--- src/rtl/uart_receive.sv ---
// 8N1 UART receiver.
// The RX pin is brought into the CLK domain by a two-flop synchronizer. A
// falling edge starts a frame. The baud counter restarts on every state
// change, so all sample points are measured from the detected start edge:
// the start bit is checked at mid-bit, and every later bit one full bit
// period after the previous sample. A good stop bit publishes the byte with
// a one-cycle VALID pulse. A low stop bit gives a one-cycle FERR pulse, and
// the receiver then waits for the line to return high, so a break cannot
// start a run of bogus frames.
//
// Handshake: VALID is a one-cycle strobe with no back-pressure. DATA changes
// only in the cycle VALID is high and then holds until the next good frame.
// FERR is a one-cycle strobe and is never high together with VALID.
// BDR (clocks per bit) must be at least 4.
module uart_receive #(
  parameter int SCYCLE   = 50_000_000,
  parameter int BAUDRATE = 9600
) (
  input  logic       CLK,
  input  logic       RESET,
  input  logic       RX,
  output logic [7:0] DATA,
  output logic       VALID,
  output logic       FERR,
  output logic       BUSY,
  output logic [2:0] dbg_state
);

  localparam int BDR  = SCYCLE / BAUDRATE;
  localparam int HALF = BDR / 2;
  localparam int CW   = $clog2(BDR + 1);

  localparam logic [CW-1:0] HALF_M1 = CW'(HALF - 1);
  localparam logic [CW-1:0] BDR_M1  = CW'(BDR - 1);
  localparam logic [CW-1:0] CNT_ONE = CW'(1);

  typedef enum logic [2:0] {
    S_IDLE   = 3'd0,
    S_START  = 3'd1,
    S_DATA   = 3'd2,
    S_STOP   = 3'd3,
    S_WAITHI = 3'd4
  } state_t;

  logic          rx_meta_q, rxs_q;
  state_t        state_q, state_d;
  logic [CW-1:0] bcnt_q, bcnt_d;
  logic [2:0]    bidx_q, bidx_d;
  logic [7:0]    shift_q, shift_d;
  logic [7:0]    data_q, data_d;
  logic          valid_q, valid_d;
  logic          ferr_q, ferr_d;

  // Two-flop synchronizer. It resets to idle-high so no start edge appears
  // when reset is released.
  always_ff @(posedge CLK or posedge RESET) begin
    if (RESET) begin
      rx_meta_q <= 1'b1;
      rxs_q     <= 1'b1;
    end else begin
      rx_meta_q <= RX;
      rxs_q     <= rx_meta_q;
    end
  end

  // State, counters and output registers.
  always_ff @(posedge CLK or posedge RESET) begin
    if (RESET) begin
      state_q <= S_IDLE;
      bcnt_q  <= '0;
      bidx_q  <= '0;
      shift_q <= '0;
      data_q  <= '0;
      valid_q <= 1'b0;
      ferr_q  <= 1'b0;
    end else begin
      state_q <= state_d;
      bcnt_q  <= bcnt_d;
      bidx_q  <= bidx_d;
      shift_q <= shift_d;
      data_q  <= data_d;
      valid_q <= valid_d;
      ferr_q  <= ferr_d;
    end
  end

  // Next-state logic. Every transition clears the baud counter, so the
  // counter always starts at zero in the first cycle of a state.
  always_comb begin
    state_d = state_q;
    bcnt_d  = bcnt_q;
    bidx_d  = bidx_q;
    shift_d = shift_q;
    data_d  = data_q;
    valid_d = 1'b0;
    ferr_d  = 1'b0;
    case (state_q)
      S_IDLE: begin
        bcnt_d = '0;
        bidx_d = '0;
        if (!rxs_q) begin
          state_d = S_START;
        end
      end
      S_START: begin
        if (bcnt_q == HALF_M1) begin
          bcnt_d = '0;
          bidx_d = '0;
          // A line that is high again at mid-bit was only a glitch.
          state_d = rxs_q ? S_IDLE : S_DATA;
        end else begin
          bcnt_d = bcnt_q + CNT_ONE;
        end
      end
      S_DATA: begin
        if (bcnt_q == BDR_M1) begin
          bcnt_d          = '0;
          shift_d[bidx_q] = rxs_q;
          if (bidx_q == 3'd7) begin
            state_d = S_STOP;
          end else begin
            bidx_d = bidx_q + 3'd1;
          end
        end else begin
          bcnt_d = bcnt_q + CNT_ONE;
        end
      end
      S_STOP: begin
        if (bcnt_q == BDR_M1) begin
          bcnt_d = '0;
          if (rxs_q) begin
            data_d  = shift_q;
            valid_d = 1'b1;
            state_d = S_IDLE;
          end else begin
            ferr_d  = 1'b1;
            state_d = S_WAITHI;
          end
        end else begin
          bcnt_d = bcnt_q + CNT_ONE;
        end
      end
      S_WAITHI: begin
        bcnt_d = '0;
        if (rxs_q) begin
          state_d = S_IDLE;
        end
      end
      default: begin
        state_d = S_IDLE;
        bcnt_d  = '0;
      end
    endcase
  end

  // Drive the outputs from the registers.
  always_comb begin
    DATA      = data_q;
    VALID     = valid_q;
    FERR      = ferr_q;
    BUSY      = (state_q != S_IDLE);
    dbg_state = state_q;
  end

endmodule
--- config.mk ---
export PLATFORM = sky130hd
export DESIGN_NAME = uart_receive
export DESIGN_NICKNAME = d
export VERILOG_FILES = /design/src/rtl/uart_receive.sv
export SDC_FILE = /design/constraint.sdc
export NUM_CORES = 1
export LEC_CHECK = 0
export BUFFER_PORTS_ARGS = -buffer_cell sky130_fd_sc_hd__buf_2
export CORE_MARGIN = 1.5
export CORE_UTILIZATION = 55
export CTS_CLUSTER_SIZE = 28
export DETAILED_ROUTE_END_ITERATION = 6
export GPL_ROUTABILITY_DRIVEN = 0
export PLACE_DENSITY_LB_ADDON = 0.3
export SLEW_MARGIN = 20
export SYNTH_ARGS = -nofsm -noshare
export SYNTH_HDL_FRONTEND = slang
export SYNTH_SLANG_ARGS = --single-unit
--- constraint.sdc ---
create_clock -name CLK -period 5.96 [get_ports CLK]
set_clock_uncertainty 0.15 [all_clocks]
set_input_delay 0.596 -clock CLK [delete_from_list [all_inputs] [get_ports CLK]]
set_output_delay 0.596 -clock CLK [all_outputs]
set_load 0.05 [all_outputs]
Yosys cells after proc, flatten, opt, wreduce, memory -nomap -nowiden. Index checks and enable logic that the tools add are counted.

Register bits after elaboration: 39. Word-level logic and storage cells: 61.

Order comparisons: 2. Reductions and logical operators: 9. Add/sub/neg operators: 2. Muxes and demuxes: 25. Eq/ne operators: 14.

Operators by type and width (count): $mux 3 (10); $mux 13 (2); $pmux 13 s2 (1); $pmux 3 s5 (1); $ne 2x2->1 const B (7); $add 13x1->13 const B (1); $eq 13x12->1 const B (1); $eq 13x13->1 const B (1); $pmux 3 s3 (1); $bwmux 8 (1); $mux 1 (7); $eq 3x2->1 const B (2); $eq 3x3->1 const B (2); $reduce_and 6->1 (1); $reduce_bool 3->1 (2); $lt 3x4->1 const B (1); $reduce_and 4->1 (1); $add 3x1->3 const B (1); $demux 1 s3 (1); $eq 3x1->1 const B (1); $ge 3x1->1 const B (1); $logic_not 3->1 (1); $reduce_and 3->1 (1); $mux 2 (1); other kinds (3) (3).

Depth between registers and ports, before layout.
Word-level depth: 5. Depth in mapped cells: 6.

Worst setup path after synthesis. No wires, ideal clock.

Kind: reg2out. Start point: register state_q[1] (netlist: dbg_state[1]). End point: output BUSY. Stages on the path, launching flop included: 3. Data arrival time: 1.383 ns. Path buffers: 1. Setup slack: 3.831 ns. Cell sequence: dfrtp_1 -> clkbuf_1 -> or3_1.

Longest elaborated chain between the ends: 1.

Ends and longest elaborated chain: start, declared (line 46) `state_t state_q, state_d;`; start signal, assigned (line 77) `state_q <= state_d;`; $reduce_bool 3->1 (line 161) `BUSY = (state_q != S_IDLE);`; end, declared (line 25) `output logic BUSY,`.

Every way passes these cells.

Worst setup path after layout.
Start point: register bcnt_q[0]. End point: register shift_q[7].

Longest elaborated chain between the ends: 2.

Ends and longest elaborated chain: start, declared (line 47) `logic [CW-1:0] bcnt_q, bcnt_d;`; start signal, assigned (line 78) `bcnt_q <= bcnt_d;`; $eq 13x13->1 (line 116) `if (bcnt_q == BDR_M1) begin`; $reduce_and 2->1 (no line); end signal, assigned (line 80) `shift_q <= shift_d;`; end, declared (line 49) `logic [7:0] shift_q, shift_d;`.

Every way passes these cells. A chain may end at the register's enable or synchronous reset.

==> results.toml <==
[clock_network]
clkLatencyLatePin_ps = 360
cts_buffer_depth = 2
cts.sinks = 39
clk_root_buffer_cell = "clkbuf_4"
htreeDepth = 2
cts_setup_buffers = 0
postCtsHoldBufs = 0
ctsResizeCount = 0
cts_made_buffers = 5
clk_pin_slew_worst_paths_ps = 130
cts_tree = "done"

[grt]
gr-usage-met3 = 0.0525
grt_util_met2 = 0.311
grt_overflow = 0
grt_antenna_before_repair = 0
use_met1 = 0.283
busiest_layer = "met2"
grt_max_degree = 40
grt_util_all_layers = 0.206
grt_pass1_vias = 1219
grt_pass1_wl_um = 5650

[synthesis]
avgSynthCellArea_um2 = 11.4
netlist_area_um2 = 1890
syn_nets = 172
ys_types = 43
synth.area.mux_share = 0.0954
synth_top_family_by_area = "simple AND/OR/NAND/NOR gates"
syn-instance-count = 166
yosysSeqAreaShare = 0.518
synth-seq-cells = 39
yosys.area_share.simple = 0.229
synth_compound_area_frac = 0.0577
synth_xor_area_frac = 0.0510
synthAdderAreaFrac = 0.0199
ys_warn_count = 0

[layout]
n_fill_cell = 275
final_common_cell = "dfrtp_1"
final_cell_mix = "dfrtp_1 (37), nor2_1 (17), buf_2 (16)"
drive_gt1_frac = 0.269
n_antenna_cell = 0
instances_no_fill = 232
area_delta_synth_final_pct = 10.5
fin_nets = 191
utilization = 0.630

[place]
portBuffers = 16
dp_hpwl_um = 2320
dp.cells = 224

[route]
antenna_left = 0
drc_errors = 0
vias = 1296
vias_per_cell = 5.59
drt_iter0_markers = 51
dr.pass1.iters = 4
post_drt_wl_per_cell_um = 14.3
drt-total-wl_um = 3310

[power_and_ir_drop]
clockPowerShare = 0.396
p_seq_frac = 0.589
ir_drop_mv = 0.136
share_comb_of_total_power = 0.015
internal_power_uw = 355
p_leak_nw = 0.966
fin_total_pwr_uw = 454
p_switching_uw = 98.5
power_density_nw_per_um2 = 218
switching_share = 0.217

[setup_path]
worstPathArrival_ps = 2460
critPathKind = "flop to flop"
setup.worst_path.end = "shift_q[7]$_DFFE_PP0P_"
rrSetupSlack_ps = 3610
startpoint_type = "flop"
crit_required_ps = 6070
path_max_fanout = 18
end_kind = "flop"
r2r_cells = 5
r2r-start = "bcnt_q[0]$_DFF_PP0_"
rr_endpoint = "shift_q[7]$_DFFE_PP0P_"
crit_start = "bcnt_q[0]$_DFF_PP0_"

[die]
ios = 17
row_count = 21
start_util = 0.570
dieArea_um2 = 3790
die_x_um = 61.6
coreArea_um2 = 3310
dieHeight_um = 61.6

[sta]
drv_slew = 0
setup_viol = 0
finalSetupTns_ps = 0
max-slew-margin-rel = 0.617
whs_ps = 165
rsz0062_at_grt = "false"
fin_crit_ps = 2350
report.final.hold_viol_count = 0
fin_crit_sh = 0.395
fmax_ghz = 0.425
tightestPinTransition_ps = 571

[hold_path]
hold_path_class = "input port to flop"

[job]
max_cap_viol_count = 0

[outcome]
status = "completed"
[routing by layer]
metal | up-vias | share of wire
li1 | 627 | -
met1 | 637 | 0.47
met2 | 25 | 0.48
met3 | 7 | 0.032
met4 | 0 | 0.019
met5 | - | 0
[Yosys cell counts]
| library cell | instances | area [um2] |
|---|---|---|
| clkbuf_1 | 2 | 7.51 |
| nor4_1 | 6 | 37.5 |
| and3_4 | 1 | 11.3 |
| and4bb_1 | 1 | 12.5 |
| nor3b_2 | 1 | 12.5 |
| nand2b_1 | 1 | 6.26 |
| a31oi_1 | 1 | 6.26 |
| and4_1 | 1 | 8.76 |
| a21boi_2 | 1 | 11.3 |
| nor4bb_1 | 2 | 20.0 |
| nand4_1 | 2 | 12.5 |
| or2_2 | 2 | 12.5 |
| ha_1 | 3 | 37.5 |
| nand4_4 | 1 | 21.3 |
| inv_1 | 7 | 26.3 |
| nor3_4 | 1 | 16.3 |
| a21oi_1 | 2 | 10.0 |
| and3_1 | 3 | 18.8 |
| xnor2_1 | 7 | 61.3 |
| nor3b_1 | 1 | 7.51 |
| nor4b_1 | 2 | 17.5 |
| a311oi_1 | 1 | 8.76 |
| a211oi_1 | 1 | 7.51 |
| mux2_1 | 1 | 11.3 |
| o22a_1 | 1 | 8.76 |
| xor2_1 | 4 | 35.0 |
| nand2_1 | 10 | 37.5 |
| nor2_1 | 17 | 63.8 |
| nor2b_1 | 2 | 12.5 |
| o21ai_0 | 4 | 20.0 |
| nand3_1 | 8 | 40.0 |
| or4b_1 | 1 | 10.0 |
| dfstp_2 | 2 | 52.6 |
| nor4_4 | 1 | 21.3 |
| or3_1 | 1 | 6.26 |
| a311o_1 | 1 | 10.0 |
| buf_6 | 1 | 11.3 |
| mux2_2 | 15 | 169 |
| buf_2 | 2 | 10.0 |
| o311ai_1 | 1 | 8.76 |
| dfrtp_1 | 37 | 926 |
| o2bb2ai_1 | 2 | 17.5 |
| nor3_1 | 5 | 25.0 |
[final cells by class]
type / count / area (um2) / share of cell area
clock inverters: 3 / 43.8 / 0.0210
multi-input cells: 115 / 855 / 0.410
clock buffers: 5 / 37.5 / 0.0180
repair buffers: 17 / 87.6 / 0.0420
inverters: 7 / 26.3 / 0.0126
flip-flops and latches: 39 / 978 / 0.469
well taps: 46 / 57.6 / 0.0276
[worst max-delay path: stages (launching register included)]
cell,delay [ps]
dfrtp_1,400
ha_1,280
and4bb_1,270
nand4_4,270
nor4_1,490
mux2_2,390
[sequential cells by signal, indices dropped and copies added (netlist names)]
signal	flops
DATA	8
VALID	1
FERR	1
bcnt_q	13
rxs_q	1
shift_q	8
bidx_q	3
rx_meta_q	1
dbg_state	3
[logic make-up after synthesis]
logic type | count (synthesis)
simple gates | 70
flops | 39
mux | 16
compound gates | 15
buf+inv | 12
xor+xnor | 11
fa+ha+maj | 3
[worst min-delay path by stage]
stage                              from                   to  depth (start not counted)
floorplan           rx_meta_q$_DFF_PP1_      rxs_q$_DFF_PP1_                          0
global placement    rx_meta_q$_DFF_PP1_      rxs_q$_DFF_PP1_                          0
detailed placement  rx_meta_q$_DFF_PP1_      rxs_q$_DFF_PP1_                          0
CTS                                  RX  rx_meta_q$_DFF_PP1_                          1
global route                         RX  rx_meta_q$_DFF_PP1_                          1
finish                               RX  rx_meta_q$_DFF_PP1_                          1
[metrics by stage]
step                worst slack [ps]  instance area, um2
detailed placement              3600                2000
finish                          3610                2090
global placement                3730                2000
CTS                             3590                2090
floorplan                       3830                1890
global route                    3460                2090
[power by group through the flow]
stage | registers [mW] | logic (mW) | clock network (mW)
2_1_floorplan | 0.271 | 0.00540 | 0
3_3_place_gp | 0.272 | 0.00706 | 0
3_5_place_dp | 0.272 | 0.00736 | 0
4_1_cts | 0.267 | 0.00737 | 0.181
5_1_grt | 0.268 | 0.00836 | 0.196
6_report | 0.267 | 0.00690 | 0.180
Power figures use the tool's default switching activity.
